$ cat src/rtl/sysid_regs.sv
// sysid_regs
// System-identification and uptime register bank on an Avalon-MM slave.
// Word map: 0 SYSID (RO), 1 TIMESTAMP (RO), 2 SCRATCH (RW), 3 UPTIME_LO (RO),
// 4 UPTIME_HI shadow (RO), 5 CTRL {OVF,CLR,EN}, 6 TICK_DIV (RW), 7 reserved.
//
// Ports:
//   clock         sole clock
//   reset         synchronous, active-high reset
//   address[2:0]  word address
//   read          read strobe
//   write         write strobe
//   writedata     write data
//   byteenable    write byte lanes
//   readdata      registered read data, holds when readdatavalid is low
//   readdatavalid one-cycle pulse qualifying readdata
//
// UPTIME_WIDTH is meant to lie in 33..64 so that the HI shadow is 1..32 bits.

module sysid_regs #(
   parameter logic [31:0] SYSID_VALUE     = 32'h0000_0391,
   parameter logic [31:0] TIMESTAMP_VALUE = 32'h0000_0000,
   parameter int          UPTIME_WIDTH    = 48,
   parameter logic [31:0] TICK_DIV_RESET  = 32'd49
) (
   input  logic        clock,
   input  logic        reset,
   input  logic [2:0]  address,
   input  logic        read,
   input  logic        write,
   input  logic [31:0] writedata,
   input  logic [3:0]  byteenable,
   output logic [31:0] readdata,
   output logic        readdatavalid
);

   localparam int HI_WIDTH = UPTIME_WIDTH - 32;

   localparam logic [2:0] ADDR_SYSID     = 3'd0;
   localparam logic [2:0] ADDR_TIMESTAMP = 3'd1;
   localparam logic [2:0] ADDR_SCRATCH   = 3'd2;
   localparam logic [2:0] ADDR_UPTIME_LO = 3'd3;
   localparam logic [2:0] ADDR_UPTIME_HI = 3'd4;
   localparam logic [2:0] ADDR_CTRL      = 3'd5;
   localparam logic [2:0] ADDR_TICK_DIV  = 3'd6;

   logic [31:0]             scratch;
   logic [31:0]             tick_div;
   logic [31:0]             presc;
   logic [UPTIME_WIDTH-1:0] count;
   logic [HI_WIDTH-1:0]     shadow_hi;
   logic                    en;
   logic                    ovf;

   logic                    rd_pending;
   logic [31:0]             rd_data_q;

   logic                    wr_scratch;
   logic                    wr_ctrl;
   logic                    wr_tick_div;
   logic                    ctrl_clr;
   logic                    ovf_w1c;
   logic                    tick;
   logic                    wrap;
   logic                    rd_lo;
   logic [31:0]             hi_ext;
   logic [31:0]             rd_mux;

   // Bus decode, tick/wrap detection and the read multiplexer. Everything
   // here looks at pre-edge state, so a read in the same cycle as a write
   // returns the old value. CTRL bits only exist in byte lane 0. A CLR in
   // the same cycle as a wrap suppresses the overflow flag, because the
   // count is zeroed instead of wrapping.
   always_comb begin
      wr_scratch  = write && (address == ADDR_SCRATCH);
      wr_ctrl     = write && (address == ADDR_CTRL) && byteenable[0];
      wr_tick_div = write && (address == ADDR_TICK_DIV);
      ctrl_clr    = wr_ctrl && writedata[1];
      ovf_w1c     = wr_ctrl && writedata[2];
      tick        = en && (presc == tick_div);
      wrap        = tick && (count == '1) && !ctrl_clr;
      rd_lo       = read && (address == ADDR_UPTIME_LO);

      hi_ext                = '0;
      hi_ext[HI_WIDTH-1:0]  = shadow_hi;

      rd_mux = '0;
      case (address)
         ADDR_SYSID:     rd_mux = SYSID_VALUE;
         ADDR_TIMESTAMP: rd_mux = TIMESTAMP_VALUE;
         ADDR_SCRATCH:   rd_mux = scratch;
         ADDR_UPTIME_LO: rd_mux = count[31:0];
         ADDR_UPTIME_HI: rd_mux = hi_ext;
         ADDR_CTRL:      rd_mux = {29'd0, ovf, 1'b0, en};
         ADDR_TICK_DIV:  rd_mux = tick_div;
         default:        rd_mux = '0;
      endcase
   end

   // Prescaler and uptime counter. CLR has top priority and zeroes both,
   // even on a tick edge. Otherwise a tick advances the count, and either a
   // tick or any TICK_DIV write restarts the prescaler; with EN low nothing
   // moves.
   always_ff @(posedge clock) begin
      if (reset) begin
         presc <= '0;
         count <= '0;
      end else if (ctrl_clr) begin
         presc <= '0;
         count <= '0;
      end else begin
         if (tick) begin
            count <= count + UPTIME_WIDTH'(1);
         end
         if (wr_tick_div || tick) begin
            presc <= '0;
         end else if (en) begin
            presc <= presc + 32'd1;
         end
      end
   end

   // CTRL flags. A wrap that coincides with a write-1-to-clear of OVF must
   // leave OVF set, so the set path is checked first.
   always_ff @(posedge clock) begin
      if (reset) begin
         en  <= 1'b1;
         ovf <= 1'b0;
      end else begin
         if (wr_ctrl) begin
            en <= writedata[0];
         end
         if (wrap) begin
            ovf <= 1'b1;
         end else if (ovf_w1c) begin
            ovf <= 1'b0;
         end
      end
   end

   // Byte-lane writable registers.
   always_ff @(posedge clock) begin
      if (reset) begin
         scratch  <= '0;
         tick_div <= TICK_DIV_RESET;
      end else begin
         for (int i = 0; i < 4; i++) begin
            if (byteenable[i]) begin
               if (wr_scratch) begin
                  scratch[8*i +: 8] <= writedata[8*i +: 8];
               end
               if (wr_tick_div) begin
                  tick_div[8*i +: 8] <= writedata[8*i +: 8];
               end
            end
         end
      end
   end

   // Two-stage read pipeline. The first stage captures the selected word
   // (and, for UPTIME_LO, the upper count bits into the HI shadow) from the
   // same pre-edge count, so LO/HI form an atomic pair. The second stage
   // presents it on the bus; a reset between the stages drops the pending
   // response.
   always_ff @(posedge clock) begin
      if (reset) begin
         rd_pending    <= 1'b0;
         rd_data_q     <= '0;
         shadow_hi     <= '0;
         readdata      <= '0;
         readdatavalid <= 1'b0;
      end else begin
         rd_pending <= read;
         if (read) begin
            rd_data_q <= rd_mux;
         end
         if (rd_lo) begin
            shadow_hi <= count[UPTIME_WIDTH-1:32];
         end
         readdatavalid <= rd_pending;
         if (rd_pending) begin
            readdata <= rd_data_q;
         end
      end
   end

endmodule

$ cat config.mk
export PLATFORM = sky130hd
export DESIGN_NAME = sysid_regs
export DESIGN_NICKNAME = d
export VERILOG_FILES = /design/src/rtl/sysid_regs.sv
export SDC_FILE = /design/constraint.sdc
export NUM_CORES = 1
export LEC_CHECK = 0
export CORE_UTILIZATION = 45
export CTS_BUF_LIST = sky130_fd_sc_hd__clkbuf_8 sky130_fd_sc_hd__clkbuf_16
export CTS_CLUSTER_DIAMETER = 80
export DETAILED_ROUTE_END_ITERATION = 8
export PLACE_DENSITY_LB_ADDON = 0.3
export SLEW_MARGIN = 20
export SYNTH_ARGS = -nofsm -noshare
export SYNTH_HDL_FRONTEND = slang
export SYNTH_SLANG_ARGS = --single-unit
$ cat constraint.sdc
create_clock -name clock -period 2.7 [get_ports clock]
set_input_delay 0.675 -clock clock [delete_from_list [all_inputs] [get_ports clock]]
set_output_delay 0.675 -clock clock [all_outputs]
set_load 0.01 [all_outputs]
==> flow_metrics.tcl, run 1 <==
set metrics [dict create \
    crit_fanout 20 \
    skew_ps 10.8 \
    grt_start_max_net_pins 133 \
    final_cells 1589 \
    power_density_nw_per_um2 588 \
    vias_per_cell 5.75 \
    clock_sinks 228 \
    rrSetupSlack_ps 150 \
    peakVddDrop_v 0.000396 \
    drv_cap 0 \
    setup_tns_ps 0 \
    ios 76 \
    fin_nets 1336 \
    worst_pin_slew_ps 1000 \
    post-place-ws_ps 20.1 \
    port_buffers 75 \
    dp.cells 1544 \
    max-slew-margin-rel_pct 33.3 \
    dpl.hpwl_um 19700 \
    grt_pass1_wl_um 44300 \
    finalCritPeriodShare_pct 94.5 \
    remaining_drc_errors 0 \
    synth_top_area_cell "dfxtp_1" \
    diodes 0 \
    wire_per_inst_um 17.5 \
    leakage_nw 4.28 \
    crit_path_start_kind "register" \
    rsz0062_at_grt "false" \
    status "finished clean" \
    hold_violations 0 \
    firstDrtPassIters 7 \
    ys_warn_count 0 \
    synthCells 1233 \
    core_sq_um 22100 \
    clk_latency_ps 520 \
    syn_area_per_cell_sq_um 8.32 \
    fp.dieH_um 153 \
    finalInstanceArea_sq_um 12300 \
    worstHoldPathType "input port to register" \
    layout_common_cells "dfxtp_1, a21oi_1, nand2_1" \
    min_period_ps 2550 \
    grt_usage_pct 23.6 \
    root_buffer "clkbuf_16" \
    setup_viol 0 \
    grt.overflow.total 0 \
    dominantRegCellSynth "dfxtp_1" \
    final_util_pct 55.5 \
    grt_pass1_vias 8208 \
    synth.distinct_cells 46 \
    synth_area_leaders "dfxtp_1, a21oi_1, mux2i_1, nand2_1, nand3_1" \
    async_flop_share_pct 0 \
    synth_area_sq_um 10300 \
    htree_levels 1 \
    die_w_um 153 \
    path_class "register to register" \
    ant_nets 0 \
    cts_setup_buffers 0 \
    gp_congestion 0.894 \
    synth_top_area_share_pct 44.5 \
    layout-drive-gt1-share_pct 7.94 \
    slew_viol_final 0 \
    fin_ws_ps 147 \
    worstPathArrival_ps 3010 \
    numCtsBuffers 25 \
    grt_antenna_before_repair 0 \
    finalWirelength_um 27900 \
    cts_hold_buf 0 \
    ctsResizeCount 0 \
    initial_utilization_pct 46.4 \
    final_common_cell "dfxtp_1" \
    yosys_register_bits 228 \
    cts_tree "done" \
    critPathCaptureType "register" \
    total_power_mw 7.20 \
    place_area_sq_um 11400 \
    drt_iter0_markers 818 \
    crit_required_ps 3160 \
    cts_buffer_depth 3 \
    fmax_mhz 392 \
    seq_area_frac_synth_pct 44.5 \
    syn2layout_area_growth_pct 19.5 \
    clkTransAtPathRegs_ps 60 \
    die_area_sq_um 23400 \
    vias 9140 \
    path_cells "and4_1, nand4_2, nor3_1, nand3_1, buf_4, or4_1, a21oi_1" \
    cpPeakStageDelay_ps 530 \
    synth_edf_count 0 \
    rows 54 \
    cpMaxStageDelayCell "nor3_1" \
    synth_fp_nets 1278 \
    hold_ws_ps 447 \
]
-- where the power goes --
| group | leakage (nW) | internal [mW] | switching, mW |
|---|---|---|---|
| clock | 0.433 | 2.00 | 1.36 |
| sequential | 1.84 | 3.40 | 0.0428 |
| combinational | 2.01 | 0.172 | 0.232 |
-- critical path, delay by kind of cell, from the launching register on --
kind | cells | cell delay (ps)
AOI/OAI and AO/OA | 1 | 150
buffers and inverters | 1 | 250
DFF | 1 | 460
and+or+nand+nor | 5 | 1630
-- synthesized netlist by cell type (12+ instances only) --
library cell / n
xor2_1: 43
or4_1: 29
nor2b_1: 25
and3_1: 13
mux2i_1: 66
and4_1: 15
dfxtp_1: 228
clkbuf_1: 70
a21oi_1: 159
nand2_1: 158
or3_1: 12
nand3_1: 103
nor2_1: 118
o21ai_0: 21
xnor2_1: 24
nand4_1: 22
o31ai_1: 30
-- layer usage --
layer	wire length, um	up-vias	share of wire [%]	track usage [%]
li1	-	4469	-	-
met5	0	-	0	0
met4	523	0	1.9	5.82
met3	2340	39	8.4	5.10
met2	12200	319	44	35.8
met1	12800	4313	46	33.8
-- cell families after synthesis --
kind of cell	after synthesis	synth area share [%]
AO/OA/AOI/OAI	243	13.2
adder cells (fa/ha/maj)	2	0.244
multiplexers	77	7.65
flip-flops	228	44.5
AND/OR/NAND/NOR	523	25.3
buffers and inverters	93	3.45
XOR/XNOR	67	5.72
-- state kept, by name, indices dropped and copies added (netlist names), 16 cells and up --
name / count
scratch: 32
count: 48
presc: 32
shadow_hi: 16
rd_data_q: 32
tick_div: 32
readdata: 32
-- path summary, 6_finish.rpt --
kind                                              start                 endpoint  cells after the start
worst max-delay path              count[2]$_SDFFE_PP0P_   count[45]$_SDFFE_PP0P_                      7
worst min-delay path                              reset  scratch[2]$_SDFFE_PP0P_                      2
worst max register to register    count[2]$_SDFFE_PP0P_   count[45]$_SDFFE_PP0P_                      7
worst min register to register  scratch[8]$_SDFFE_PP0P_  scratch[8]$_SDFFE_PP0P_                      2
-- area by class of cell --
type,count,area [sq um]
fill,2015,9830
timing repair buffer,114,1140
multi-input combinational,912,5350
clock buffer,33,736
inverter,10,37.5
clock inverter,12,88.8
sequential,228,4570
tap,280,350
(Power assumes the default switching activity.)
==> run 2: changes to the inputs <==
- PLACE_DENSITY: not set -> 0.62
- PLACE_DENSITY_LB_ADDON: 0.3 -> not set
- SETUP_SLACK_MARGIN: not set -> 0.5
- SLEW_MARGIN: 20 -> 0
==> flow_metrics.tcl, run 2 (synthesized netlist as in run 1, its figures left out) <==
set metrics [dict create \
    status "finished clean" \
    htree_levels 1 \
    finalCritPeriodShare_pct 81.3 \
    total_power_mw 7.54 \
    cpMaxStageDelayCell "or4_4" \
    final_common_cell "dfxtp_1" \
    root_buffer "clkbuf_16" \
    vias 9176 \
    worstHoldPathType "register to register" \
    clk_latency_ps 520 \
    endpoint "count[38]$_SDFFE_PP0P_" \
    grt_pass1_wl_um 45500 \
    vias_per_cell 5.69 \
    grt.overflow.total 0 \
    fmax_mhz 455 \
    place_area_sq_um 11500 \
    cpPeakStageDelay_ps 520 \
    crit_path_start_kind "register" \
    drt_iter0_markers 969 \
    numCtsBuffers 24 \
    dp.cells 1553 \
    final_cells 1612 \
    nFillCells 1940 \
    r2r_start "presc[24]$_SDFFE_PP0P_" \
    setup_viol 0 \
    min_path_cells 2 \
    firstDrtPassIters 6 \
    power_density_nw_per_um2 584 \
    clock_sinks 228 \
    cts_hold_buf 0 \
    ant_nets 0 \
    path_class "register to register" \
    syn2layout_area_growth_pct 26.0 \
    finalInstanceArea_sq_um 12900 \
    skew_ps 11.8 \
    remaining_drc_errors 0 \
    die_area_sq_um 23400 \
    critPathLaunch "presc[24]$_SDFFE_PP0P_" \
    rrSetupSlack_ps 500 \
    worst-r2r-cell-count 7 \
    worst_pin_slew_ps 996 \
    layout_common_cells "dfxtp_1, nand2_1, a21oi_1" \
    max-slew-margin-rel_pct 33.6 \
    largest_register "count" \
    cts_tree "done" \
    clkTransAtPathRegs_ps 60 \
    worstPathArrival_ps 2650 \
    rows 54 \
    largest_reg_flops 48 \
    fp.dieH_um 153 \
    initial_utilization_pct 46.4 \
    dpl.hpwl_um 20800 \
    hold_violations 0 \
    rsz0062_at_grt "true" \
    cts_buffer_depth 3 \
    gp_congestion 0.871 \
    seqCellArea_sq_um 4630 \
    fin_nets 1360 \
    final_util_pct 58.5 \
    critPathCaptureType "register" \
    path_cells "xor2_1, nor4_1, and3_4, buf_4, nand4_4, or4_4, a21oi_1" \
    slew_viol_final 0 \
    wire_per_inst_um 18.5 \
    critPathBufInv 1 \
    grt_start_max_net_pins 99 \
    min_period_ps 2200 \
    ios 76 \
    port_buffers 75 \
    finalWirelength_um 29800 \
    leakage_nw 4.55 \
    core_sq_um 22100 \
    crit_family "simple AND/OR/NAND/NOR gates" \
    peakVddDrop_v 0.000439 \
    crit_required_ps 3150 \
    multiInputGateArea_sq_um 5580 \
    setup_tns_ps 0 \
    die_w_um 153 \
    drv_cap 0 \
    crit_fanout 6 \
    grt_antenna_before_repair 0 \
    diodes 0 \
    layout-drive-gt1-share_pct 16.1 \
    grt_pass1_vias 8182 \
    crit_cells 7 \
    grt_usage_pct 24.3 \
    r2r-end "count[38]$_SDFFE_PP0P_" \
]
==> run 2: tightest hold or removal path: stages (launching register included) <==
cell     delay, ps
dfxtp_1        310
nand2_1         50
a21oi_1         50
==> run 2: stage by stage <==
step	hold slack (ps)	setup WS (ps)
final	456	504
after detailed placement	446	203
after global placement	442	197
after floorplan	434	507
after CTS	456	476
after global routing	480	420
==> run 2: worst min-delay path by stage <==
stage	from	end	slack (ps)
2_1_floorplan	scratch[10]$_SDFFE_PP0P_	scratch[10]$_SDFFE_PP0P_	430
3_3_place_gp	scratch[30]$_SDFFE_PP0P_	scratch[30]$_SDFFE_PP0P_	440
3_5_place_dp	scratch[22]$_SDFFE_PP0P_	scratch[22]$_SDFFE_PP0P_	450
4_1_cts	scratch[25]$_SDFFE_PP0P_	scratch[25]$_SDFFE_PP0P_	460
5_1_grt	scratch[22]$_SDFFE_PP0P_	scratch[22]$_SDFFE_PP0P_	480
6_report	scratch[18]$_SDFFE_PP0P_	scratch[18]$_SDFFE_PP0P_	460
==> run 2: timing repair <==
action                                 CTS  global route
gates cloned                             0             5
gates resized for setup                 39            70
endpoints found under the hold margin    0             0
setup buffers                            7             4
setup endpoints to repair               75            57
pin swaps                               11            26
==> run 2: final cells by class <==
cell class	instances	share of cell area, %
multi-input cells	912	43.2
flip-flops and latches	228	35.8
well taps	280	2.71
repair buffers	139	11.1
clock buffers	31	5.48
inverters	10	0.290
clock inverters	12	1.45
==> run 2: routing by layer <==
layer	part of all wire, %	up-vias	routed length (um)	GRT usage [%]
met5	0	-	0	0
met4	2.3	0	677	5.96
met3	6.2	52	1830	2.84
met2	45	289	13300	38.1
met1	47	4312	14000	35.4
li1	-	4523	-	-
==> run 2: power by group <==
| group | internal [mW] | switching (mW) | leakage [nW] |
|---|---|---|---|
| logic | 0.184 | 0.245 | 2.23 |
| registers | 3.40 | 0.0437 | 1.86 |
| clock network | 2.32 | 1.36 | 0.451 |
